File: src/rtl/board_pkg.sv
// Shared types and board geometry helpers for the card-board pair matcher.
// Cell index = row * cols + col; all helpers take the board size explicitly.
package board_pkg;

    localparam int ROWS_DEF = 6;
    localparam int COLS_DEF = 6;

    typedef enum logic [1:0] {
        DIR_UP    = 2'd0,
        DIR_RIGHT = 2'd1,
        DIR_DOWN  = 2'd2,
        DIR_LEFT  = 2'd3
    } dir_t;

    typedef enum logic [2:0] {
        S_IDLE,
        S_SEL,
        S_RD0,
        S_RD1,
        S_WAIT,
        S_CMP,
        S_WALK,
        S_DONE
    } state_t;

    function automatic int idx_row(input int idx, input int cols);
        return idx / cols;
    endfunction

    function automatic int idx_col(input int idx, input int cols);
        return idx % cols;
    endfunction

    // True when a card at idx cannot move further in dir because it sits on that border.
    function automatic logic on_border(input int idx, input dir_t dir, input int rows, input int cols);
        logic r;
        r = 1'b0;
        case (dir)
            DIR_UP:    r = (idx_row(idx, cols) == 0);
            DIR_RIGHT: r = (idx_col(idx, cols) == cols - 1);
            DIR_DOWN:  r = (idx_row(idx, cols) == rows - 1);
            DIR_LEFT:  r = (idx_col(idx, cols) == 0);
            default:   r = 1'b0;
        endcase
        return r;
    endfunction

    function automatic int step_idx(input int idx, input dir_t dir, input int cols);
        int r;
        r = idx;
        case (dir)
            DIR_UP:    r = idx - cols;
            DIR_RIGHT: r = idx + 1;
            DIR_DOWN:  r = idx + cols;
            DIR_LEFT:  r = idx - 1;
            default:   r = idx;
        endcase
        return r;
    endfunction

    function automatic logic is_adjacent(input int a, input int b, input int cols);
        logic same_row;
        int   diff;
        same_row = (idx_row(a, cols) == idx_row(b, cols));
        diff     = (a > b) ? (a - b) : (b - a);
        return (diff == cols) || (same_row && diff == 1);
    endfunction

endpackage

File: src/rtl/board_matcher_sel_decode.sv
// Combinational decode of the buffered selection vector:
// popcount saturated at 3, plus lowest and highest set index.
module sel_decode #(
    parameter int N  = 36,
    parameter int AW = 6
) (
    input  logic [N-1:0]  sel,
    output logic [1:0]    count,
    output logic [AW-1:0] first_idx,
    output logic [AW-1:0] last_idx
);

    always_comb begin
        count     = 2'd0;
        first_idx = '0;
        last_idx  = '0;
        for (int i = N - 1; i >= 0; i--) begin
            if (sel[i]) first_idx = AW'(i);
        end
        for (int i = 0; i < N; i++) begin
            if (sel[i]) begin
                last_idx = AW'(i);
                if (count != 2'd3) count = count + 2'd1;
            end
        end
    end

endmodule

File: src/rtl/board_matcher.sv
// Pair matcher: checks two selected cards for equal colour and a shared reachable border.
// Optional build macro MATCHER_ADJACENT_EN: equal colours on orthogonally adjacent cells match immediately.
//
//  state  | meaning
//  IDLE   | waiting for start; buffers sel/hidden on start
//  SEL    | popcount and first/last selected index
//  RD0    | colour read of coord0
//  RD1    | colour read of coord1
//  WAIT   | waiting for colour1 to return
//  CMP    | colour compare (and adjacency shortcut when enabled)
//  WALK   | per-direction border walk, card0 then card1
//  DONE   | one-cycle ms/mf pulse
module board_matcher
    import board_pkg::*;
#(
    parameter int  ROWS   = ROWS_DEF,
    parameter int  COLS   = COLS_DEF,
    parameter int  CW     = 3,
    parameter int  RD_LAT = 1,
    localparam int N      = ROWS * COLS,
    localparam int AW     = $clog2(ROWS * COLS)
) (
    input  logic          clk,
    input  logic          rst,
    input  logic          start,
    input  logic [N-1:0]  sel_bus,
    input  logic [N-1:0]  hidden_bus,
    output logic          rd_en,
    output logic [AW-1:0] rd_addr,
    input  logic [CW-1:0] rd_color,
    output logic          busy,
    output logic          ms,
    output logic          mf,
    output logic [1:0]    match_dir,
    output logic [AW-1:0] coord0,
    output logic [AW-1:0] coord1
);

    state_t          state_q, state_d;
    logic [N-1:0]    sel_q, sel_d;
    logic [N-1:0]    hid_q, hid_d;
    logic [AW-1:0]   coord0_q, coord0_d;
    logic [AW-1:0]   coord1_q, coord1_d;
    logic [CW-1:0]   color0_q, color0_d;
    logic [CW-1:0]   color1_q, color1_d;
    logic [RD_LAT-1:0] vld_q, vld_d;
    logic [RD_LAT-1:0] tag_q, tag_d;
    dir_t            dir_q, dir_d;
    logic            card_q, card_d;
    logic [AW-1:0]   pos_q, pos_d;
    logic            ok_q, ok_d;

    logic [1:0]      sel_cnt;
    logic [AW-1:0]   sel_first;
    logic [AW-1:0]   sel_last;
    logic [AW-1:0]   nb_idx;
    logic            at_border;
    logic            nb_open;
    logic            rd_done0;
    logic            rd_done1;

    sel_decode #(
        .N  (N),
        .AW (AW)
    ) u_sel_decode (
        .sel       (sel_q),
        .count     (sel_cnt),
        .first_idx (sel_first),
        .last_idx  (sel_last)
    );

    assign at_border = on_border(int'(pos_q), dir_q, ROWS, COLS);
    assign nb_idx    = AW'(step_idx(int'(pos_q), dir_q, COLS));
    // The other card is never passable, even if its hidden bit is set.
    assign nb_open   = hid_q[nb_idx] && !sel_q[nb_idx];

    assign rd_done0  = vld_q[RD_LAT-1] && !tag_q[RD_LAT-1];
    assign rd_done1  = vld_q[RD_LAT-1] &&  tag_q[RD_LAT-1];

    // Read-return tracking: tag 0 marks the coord0 read, tag 1 the coord1 read.
    always_comb begin
        vld_d    = '0;
        tag_d    = '0;
        vld_d[0] = (state_q == S_RD0) || (state_q == S_RD1);
        tag_d[0] = (state_q == S_RD1);
        for (int i = 1; i < RD_LAT; i++) begin
            vld_d[i] = vld_q[i-1];
            tag_d[i] = tag_q[i-1];
        end
    end

    always_comb begin
        color0_d = color0_q;
        color1_d = color1_q;
        if (rd_done0) color0_d = rd_color;
        if (rd_done1) color1_d = rd_color;
    end

    always_comb begin
        state_d  = state_q;
        sel_d    = sel_q;
        hid_d    = hid_q;
        coord0_d = coord0_q;
        coord1_d = coord1_q;
        dir_d    = dir_q;
        card_d   = card_q;
        pos_d    = pos_q;
        ok_d     = ok_q;

        case (state_q)
            S_IDLE: begin
                ok_d = 1'b0;
                if (start) begin
                    sel_d   = sel_bus;
                    hid_d   = hidden_bus;
                    state_d = S_SEL;
                end
            end
            S_SEL: begin
                coord0_d = sel_first;
                coord1_d = sel_last;
                if (sel_cnt != 2'd2) begin
                    ok_d    = 1'b0;
                    state_d = S_DONE;
                end else begin
                    state_d = S_RD0;
                end
            end
            S_RD0: state_d = S_RD1;
            S_RD1: state_d = S_WAIT;
            S_WAIT: begin
                if (rd_done1) state_d = S_CMP;
            end
            S_CMP: begin
                if (color0_q != color1_q) begin
                    ok_d    = 1'b0;
                    state_d = S_DONE;
                end
`ifdef MATCHER_ADJACENT_EN
                else if (is_adjacent(int'(coord0_q), int'(coord1_q), COLS)) begin
                    ok_d    = 1'b1;
                    dir_d   = DIR_UP;
                    state_d = S_DONE;
                end
`endif
                else begin
                    dir_d   = DIR_UP;
                    card_d  = 1'b0;
                    pos_d   = coord0_q;
                    state_d = S_WALK;
                end
            end
            S_WALK: begin
                if (at_border) begin
                    if (!card_q) begin
                        card_d = 1'b1;
                        pos_d  = coord1_q;
                    end else begin
                        ok_d    = 1'b1;
                        state_d = S_DONE;
                    end
                end else if (nb_open) begin
                    pos_d = nb_idx;
                end else if (dir_q == DIR_LEFT) begin
                    ok_d    = 1'b0;
                    state_d = S_DONE;
                end else begin
                    dir_d  = dir_t'(dir_q + 2'd1);
                    card_d = 1'b0;
                    pos_d  = coord0_q;
                end
            end
            S_DONE:  state_d = S_IDLE;
            default: state_d = S_IDLE;
        endcase
    end

    always_ff @(posedge clk or posedge rst) begin
        if (rst) begin
            state_q  <= S_IDLE;
            sel_q    <= '0;
            hid_q    <= '0;
            coord0_q <= '0;
            coord1_q <= '0;
            color0_q <= '0;
            color1_q <= '0;
            vld_q    <= '0;
            tag_q    <= '0;
            dir_q    <= DIR_UP;
            card_q   <= 1'b0;
            pos_q    <= '0;
            ok_q     <= 1'b0;
        end else begin
            state_q  <= state_d;
            sel_q    <= sel_d;
            hid_q    <= hid_d;
            coord0_q <= coord0_d;
            coord1_q <= coord1_d;
            color0_q <= color0_d;
            color1_q <= color1_d;
            vld_q    <= vld_d;
            tag_q    <= tag_d;
            dir_q    <= dir_d;
            card_q   <= card_d;
            pos_q    <= pos_d;
            ok_q     <= ok_d;
        end
    end

    always_comb begin
        rd_en   = 1'b0;
        rd_addr = '0;
        if (state_q == S_RD0) begin
            rd_en   = 1'b1;
            rd_addr = coord0_q;
        end else if (state_q == S_RD1) begin
            rd_en   = 1'b1;
            rd_addr = coord1_q;
        end
    end

    assign busy      = (state_q != S_IDLE);
    assign ms        = (state_q == S_DONE) &&  ok_q;
    assign mf        = (state_q == S_DONE) && !ok_q;
    assign match_dir = ms ? dir_q : 2'd0;
    assign coord0    = coord0_q;
    assign coord1    = coord1_q;

endmodule

File: config.mk
export PLATFORM = sky130hd
export DESIGN_NAME = board_matcher
export DESIGN_NICKNAME = d
export VERILOG_FILES = /design/src/rtl/board_pkg.sv /design/src/rtl/board_matcher_sel_decode.sv /design/src/rtl/board_matcher.sv
export SDC_FILE = /design/constraint.sdc
export NUM_CORES = 1
export LEC_CHECK = 0
export ABC_AREA = 1
export CORE_MARGIN = 1
export CORE_UTILIZATION = 40
export CTS_BUF_LIST = sky130_fd_sc_hd__clkbuf_8
export CTS_CLUSTER_SIZE = 12
export DETAILED_ROUTE_END_ITERATION = 16
export PLACE_DENSITY_LB_ADDON = 0.25
export SLEW_MARGIN = 20
export SYNTH_ARGS = -nofsm -noshare
export SYNTH_HDL_FRONTEND = slang
export SYNTH_SLANG_ARGS = --single-unit
export TNS_END_PERCENT = 5
File: constraint.sdc
create_clock -name clk -period 5.3 [get_ports clk]
set_clock_uncertainty 0.1 [all_clocks]
set_input_delay 1.59 -clock clk [delete_from_list [all_inputs] [get_ports clk]]
set_output_delay 1.59 -clock clk [all_outputs]
set_load 0.02 [all_outputs]
Word level (Yosys, flattened, before mapping):

Index checks and enable logic that the tools add are counted.

* register bits after elaboration: 105
* input bits: 78
* output and inout bits: 24

* $add $sub $neg: 40
* div/mod/pow operators: 2
* order comparisons: 1
* eq/ne operators: 63
* muxes and demuxes: 185
* reductions and logical operators: 22

Operators by type and width (number)
* 6-bit two-way mux: 47
* 2-bit two-way mux: 77
* 2-bit != test (second input constant): 43
* 5-bit two-way mux: 16
* 2-bit by 1-bit adder with 2-bit output (second input constant): 35
* 32-bit by 4-bit == test with 1-bit output (second input constant): 2
* 32-bit zero test: 2
* 3-bit two-way mux: 11
* 7-bit by 4-bit divider with 32-bit output (second input constant): 1
* 7-bit by 4-bit modulo with 32-bit output (second input constant): 1
* 4-bit two-way mux: 8
* 3-bit one-hot mux with 8 select lines: 1
* 6-bit one-hot mux with 4 select lines: 1
* 1-bit two-way mux: 17
* 3-bit != test (second input constant): 5
* 1-bit binary-select mux with 6-bit select: 2
* 3-bit == test (second input constant): 4
* 6-bit one-hot mux with 2 select lines: 1
* 5-bit AND reduction: 2
* 1-bit one-hot mux with 4 select lines: 2
* 4-bit AND reduction: 2
* 6-bit by 7-bit < comparator with 1-bit output (second input constant): 1
* 6-bit by 1-bit adder with 6-bit output (second input constant): 1
* 6-bit by 3-bit adder with 6-bit output (second input constant): 1
* 22 further kinds: 30

Logic depth before layout (Yosys ltp):

* depth in word-level cells: 109
* depth in mapped cells: 73

By module:

Synthesis repeated with hierarchy kept, for this count alone.

* cell total of the unflattened synthesis: 1105
* area, all modules: 7941.4 um2

By module, submodules not included
* board_matcher: instances 1, cells each 664, area an instance 5828.1 um2, seq. area each 2627.5 um2
* sel_decode: instances 1, cells each 441, area an instance 2113.3 um2, seq. area each 0.0 um2

Worst setup path after synthesis:

Ideal clock, no wire load.

* path kind: register to register
* start point: register sel_q[0]
* end point: register state_q[2]
* setup time: 0.129 ns
* arrival time: 4.946 ns
* required time: 5.071 ns
* slack: 0.125 ns
* stages on the path, launching flop included: 57
* path buffers: 0
* cell sequence: dfrtp_1 > inv_1 > ha_1 > inv_1 > nand2_4 > nand3_1 > nand3_1 > nand2_2 > nand2_2 > nand2_1 > nand2_1 > nand3_2 > nand3_1 > nand2_1 > nand3_2 > nand3_1 > nand4_1 > nand2_1 > [21 not listed] > nand4_2 > nand2_1 > nand2_1 > nand4_2 > nand2_2 > nand2_2 > nand3_1 > nand2_1 > nand3_1 > nand3_1 > nand2_1 > nand3_1 > nand2_1 > nand2_1 > nand2_1 > nand2_1 > nand2_1 > nand3_1

* word-level cells in the longest chain between the ends: 109

RTL lines
* from (decl): RTL line board_matcher.sv:40 `logic [N-1:0] sel_q, sel_d;`
* from (signal assigned): RTL line board_matcher.sv:195 `sel_q <= sel_d;`
* 1-bit two-way mux: RTL line board_matcher_sel_decode.sv:21 `if (sel[i]) begin`
* 1-bit by 1-bit adder with 2-bit output or 1-bit by 2-bit != test with 1-bit output (tied branches): RTL line board_matcher_sel_decode.sv:23 `if (count != 2'd3) count = count + 2'd1;`
* 2-bit two-way mux: RTL line board_matcher_sel_decode.sv:23
* 2-bit two-way mux: RTL line board_matcher_sel_decode.sv:21
* 2-bit by 1-bit adder with 2-bit output or 2-bit != test (tied branches): RTL line board_matcher_sel_decode.sv:23
* 2-bit two-way mux: RTL line board_matcher_sel_decode.sv:23
* 2-bit two-way mux: RTL line board_matcher_sel_decode.sv:21
* 2-bit by 1-bit adder with 2-bit output or 2-bit != test (tied branches): RTL line board_matcher_sel_decode.sv:23
* [93 not listed]
* 2-bit two-way mux: RTL line board_matcher_sel_decode.sv:23
* 2-bit two-way mux: RTL line board_matcher_sel_decode.sv:21
* 2-bit by 1-bit adder with 2-bit output or 2-bit != test (tied branches): RTL line board_matcher_sel_decode.sv:23
* 2-bit two-way mux: RTL line board_matcher_sel_decode.sv:23
* 2-bit two-way mux: RTL line board_matcher_sel_decode.sv:21
* 2-bit != test: RTL line board_matcher.sv:122 `if (sel_cnt != 2'd2) begin`
* 3-bit two-way mux: RTL line board_matcher.sv:122
* 3-bit one-hot mux with 8 select lines: RTL line board_matcher.sv:110 `case (state_q)`
* to (signal assigned): RTL line board_matcher.sv:194 `state_q <= state_d;`
* to (decl): RTL line board_matcher.sv:39 `state_t state_q, state_d;`

Parallel ways exist; a longest one is shown, timed or not. The select of a mux whose other input is x is not followed.
A chain may end at the register's enable or synchronous reset.

Worst setup path in the final report:

* start point: register sel_q[1]
* end point: register state_q[2]

* word-level cells in the longest chain between the ends: 106

RTL lines (RTL line)
* 2-bit two-way mux: board_matcher_sel_decode.sv:21
* 2-bit by 1-bit adder with 2-bit output or 2-bit != test (tied branches): board_matcher_sel_decode.sv:23
* 2-bit two-way mux: board_matcher_sel_decode.sv:23
* 2-bit two-way mux: board_matcher_sel_decode.sv:21
* 2-bit by 1-bit adder with 2-bit output or 2-bit != test (tied branches): board_matcher_sel_decode.sv:23
* 2-bit two-way mux: board_matcher_sel_decode.sv:23
* 2-bit two-way mux: board_matcher_sel_decode.sv:21
* 2-bit by 1-bit adder with 2-bit output or 2-bit != test (tied branches): board_matcher_sel_decode.sv:23
* [90 not listed]
* 2-bit two-way mux: board_matcher_sel_decode.sv:23
* 2-bit two-way mux: board_matcher_sel_decode.sv:21
* 2-bit by 1-bit adder with 2-bit output or 2-bit != test (tied branches): board_matcher_sel_decode.sv:23
* 2-bit two-way mux: board_matcher_sel_decode.sv:23
* 2-bit two-way mux: board_matcher_sel_decode.sv:21
* 2-bit != test: board_matcher.sv:122
* 3-bit two-way mux: board_matcher.sv:122
* 3-bit one-hot mux with 8 select lines: board_matcher.sv:110

Parallel ways exist; a longest one is shown, timed or not. The select of a mux whose other input is x is not followed.

==> results.txt <==
status: finished, violations left
violated checks: setup timing
final worst-path cycle share: 112%
Rows: 48
Max-Cap Viols: 0
Avg Cell Area, Syn: 7.21 µm²
antenna violations before repair: 0
GR Util met3: 2.74%
switch share: 52.5%
Die Footprint: 18700 µm²
Pint: 2.49 mW
Layout fillers: 1689
Starting Density: 41.5%
Port Buf Inserts: 101
Syn Nets: 1101
Cell Area, Synth: 7250 µm²
Worst-Margin Slew: 0.650 ns
Max-slew headroom: 56.7%
worst skew pair latency: 0.41 ns
IO Pins: 102
Final #Nets: 1208
Yosys cell types: 43
GRT met2 Usage: 35.7%
CP max stage cell: dfrtp_1
Crit Path Max Fanout: 5
final setup violation count: 3
GRT Resource Usage Total: 22.4%
Synth Area in XOR/XNOR: 1.33%
Detailed Route Iter0 Violations: 497
NetSw: 2.75 mW
post-route ant nets: 0
ratio of cells with drive above 1 in the final layout: 13.8%
worst vdd ir: 0.000222 V
final worst slack: -0.650 ns
via count: 7202
PwrDens: 581 nW/µm²
largest family of logic cells by synthesized area: simple AND/OR/NAND/NOR gates
Fmax achieved: 168 MHz
Top FF cell, synth: dfrtp_1
CP peak stage delay: 0.39 ns
multiplexer area fraction after synthesis: 3.42%
total wire length: 20000 µm
Slew Viols, Final: 0
htree depth: 3
chip width: 137 µm
Final Hold Viols: 0
area delta synth->final: 24.4%
largest net degree at the start of global routing: 62
Setup crit start kind: register
clk sink count: 105
Post-Synthesis Cells: 1006
Post-synth EDFFs: 0
Core Region: 17500 µm²
Simple-Gate Fraction of Synth Area: 28.9%
CP Data Arrival Time: 6.14 ns
drt wl/cell: 14.9 µm
CTS Buf Count: 9
Seq/Total Area, Yosys: 36.2%
WP data required: 5.49 ns
Yosys Warn Count: 0
kind of critical path: register to register
gr ovfl total: 0
Comb power frac: 61.7%
# diodes: 0
compound-cell area share of the yosys netlist: 17.5%
area share of fa/ha/maj cells after synthesis: 3.14%
setup_tns: -1.92 ns
type of the tightest min-delay check: register to register
critical path's most frequent cell: nand2_1
Die Height: 137 µm
CTS Buffer Depth: 2
routability cong.: 0.914
global-route wire length before repair: 32900 µm
drt drc: 0
final core utilization: 51.6%
Tmin final: 5.95 ns
vias in the first global route: 6776
leakage power: 4.35 nW
GRT busiest layer: met2
TritonCTS clock tree: built
CP Capture Type: register
clock-pin slew on the worst setup and hold paths: 0.11 ns
worst slack, placed: -0.577 ns
number of hold buffers added after CTS: 0
met1 Track Usage GR: 31.2%
clock power share: 9.1%
Initial DRT Pass Iterations: 6
RSZ-0062 raised after global routing: yes
Post-DP HPWL: 14900 µm
Seq cells post-synth: 105
root buffer cell: clkbuf_8
Post-synth ARST share: 100%
vias per inst: 5.36
Flop pwr share: 29.3%
## per-layer routing
layer,up-vias,wire (µm)
met2,208,9260
met5,-,0
li1,3609,-
met1,3358,9470
met3,27,935
met4,0,376
## layout make-up
type,count,area [µm²],share of cell area [%]
tap,225,282,3.12
multi-input combinational,721,4170,46.2
clock inverter,7,45.0,0.499
clock buffer,9,124,1.37
inverter,155,589,6.53
sequential,105,2630,29.1
timing repair buffer,121,1190,13.2
## Yosys cell counts (4+ instances only)
cell type	count	area share, %
ha_1	15	2.6
inv_2	10	0.52
xnor2_1	6	0.72
xor2_1	5	0.60
a311oi_1	11	1.3
mux2_2	22	3.4
nor2_1	101	5.2
nor3_1	14	0.97
buf_1	5	0.26
nand4_1	33	2.8
dfrtp_1	105	36
nand2_1	173	9.0
a31oi_1	4	0.34
a21oi_1	97	6.7
clkbuf_1	18	0.93
o21ai_0	61	4.2
nand2_2	13	1.1
nand3_1	95	6.6
nand3_2	18	2.5
o22ai_1	16	1.4
o311ai_0	9	1.1
o221ai_1	4	0.48
inv_1	142	7.3
## per-stage QoR
step           hold slack, ns  power [mW]  area, µm²  cells
3_3_place_gp            0.360        4.52       8620   1326
3_5_place_dp            0.372        4.55       8620   1326
2_1_floorplan           0.341        3.60       7250   1006
5_1_grt                 0.406        5.68       9020   1343
4_1_cts                 0.396        5.10       8900   1343
6_report                0.403        5.24       9020   1343
## worst max-delay path, delay by kind of cell, from the launching register on
family	cells	cell delay, ns
adders and majority gates	1	0.28
buffers and inverters	4	0.26
and+or+nand+nor	58	4.82
DFF	1	0.39
## flip-flops by register name (all words and copies together) (netlist names)
register and cells:
state_q 3, ok_q 1, coord1 6, pos_q 6, tag_q 1, dir_q 2, coord0 6, sel_q 36
hid_q 36, color0_q 3, card_q 1, color1_q 3, vld_q 1
## timing repair
item                                    CTS  global route
pin swaps                                18            21
gates resized for setup                  22            32
buffers inserted                          1             0
endpoints found under the setup margin    3             3
cloned                                    0             0
## cells by family after synthesis
family                     Yosys count
and+or+nand+nor                    452
AOI/OAI and AO/OA                  219
buffers and inverters              180
DFF                                105
muxes                               22
adders and majority gates           17
xor gates and xnor gates            11
## power groups by stage
stage	combinational [mW]	sequential, mW	clock [mW]
3_3_place_gp	2.99	1.53	0
5_1_grt	3.58	1.59	0.514
6_report	3.23	1.53	0.475
2_1_floorplan	2.19	1.41	0
3_5_place_dp	3.03	1.53	0
4_1_cts	3.09	1.52	0.487
## worst paths after layout
| path | start | end | slack [ns] | cells after the start |
|---|---|---|---|---|
| hold reg to reg | card_q | card_q | 0.40 | 2 |
| setup reg to reg | sel_q[1] | state_q[2] | -0.65 | 63 |
| min in group asynchronous | rst | pos_q[1] | 1.52 | 2 |
| hold / removal | card_q | card_q | 0.40 | 2 |
| max in group asynchronous | rst | hid_q[30] | 2.85 | 3 |
| setup / recovery | sel_q[1] | state_q[2] | -0.65 | 63 |
## placed cells by master (no fill, tap or decap), types with 11 or more instances in the layout
master             n
nor3_1            14
o21ai_0           61
nand2_1          153
a21oi_1           97
a311oi_1          11
ha_1              13
buf_4             17
mux2_2            22
inv_2             15
clkdlybuf4s50_1  101
nand3_1           78
nand3_2           30
dfrtp_1          105
inv_1            137
nand4_1           33
nand2_2           30
o22ai_1           16
nor2_1           101
Note: power is estimated with default switching activity, not from simulation.
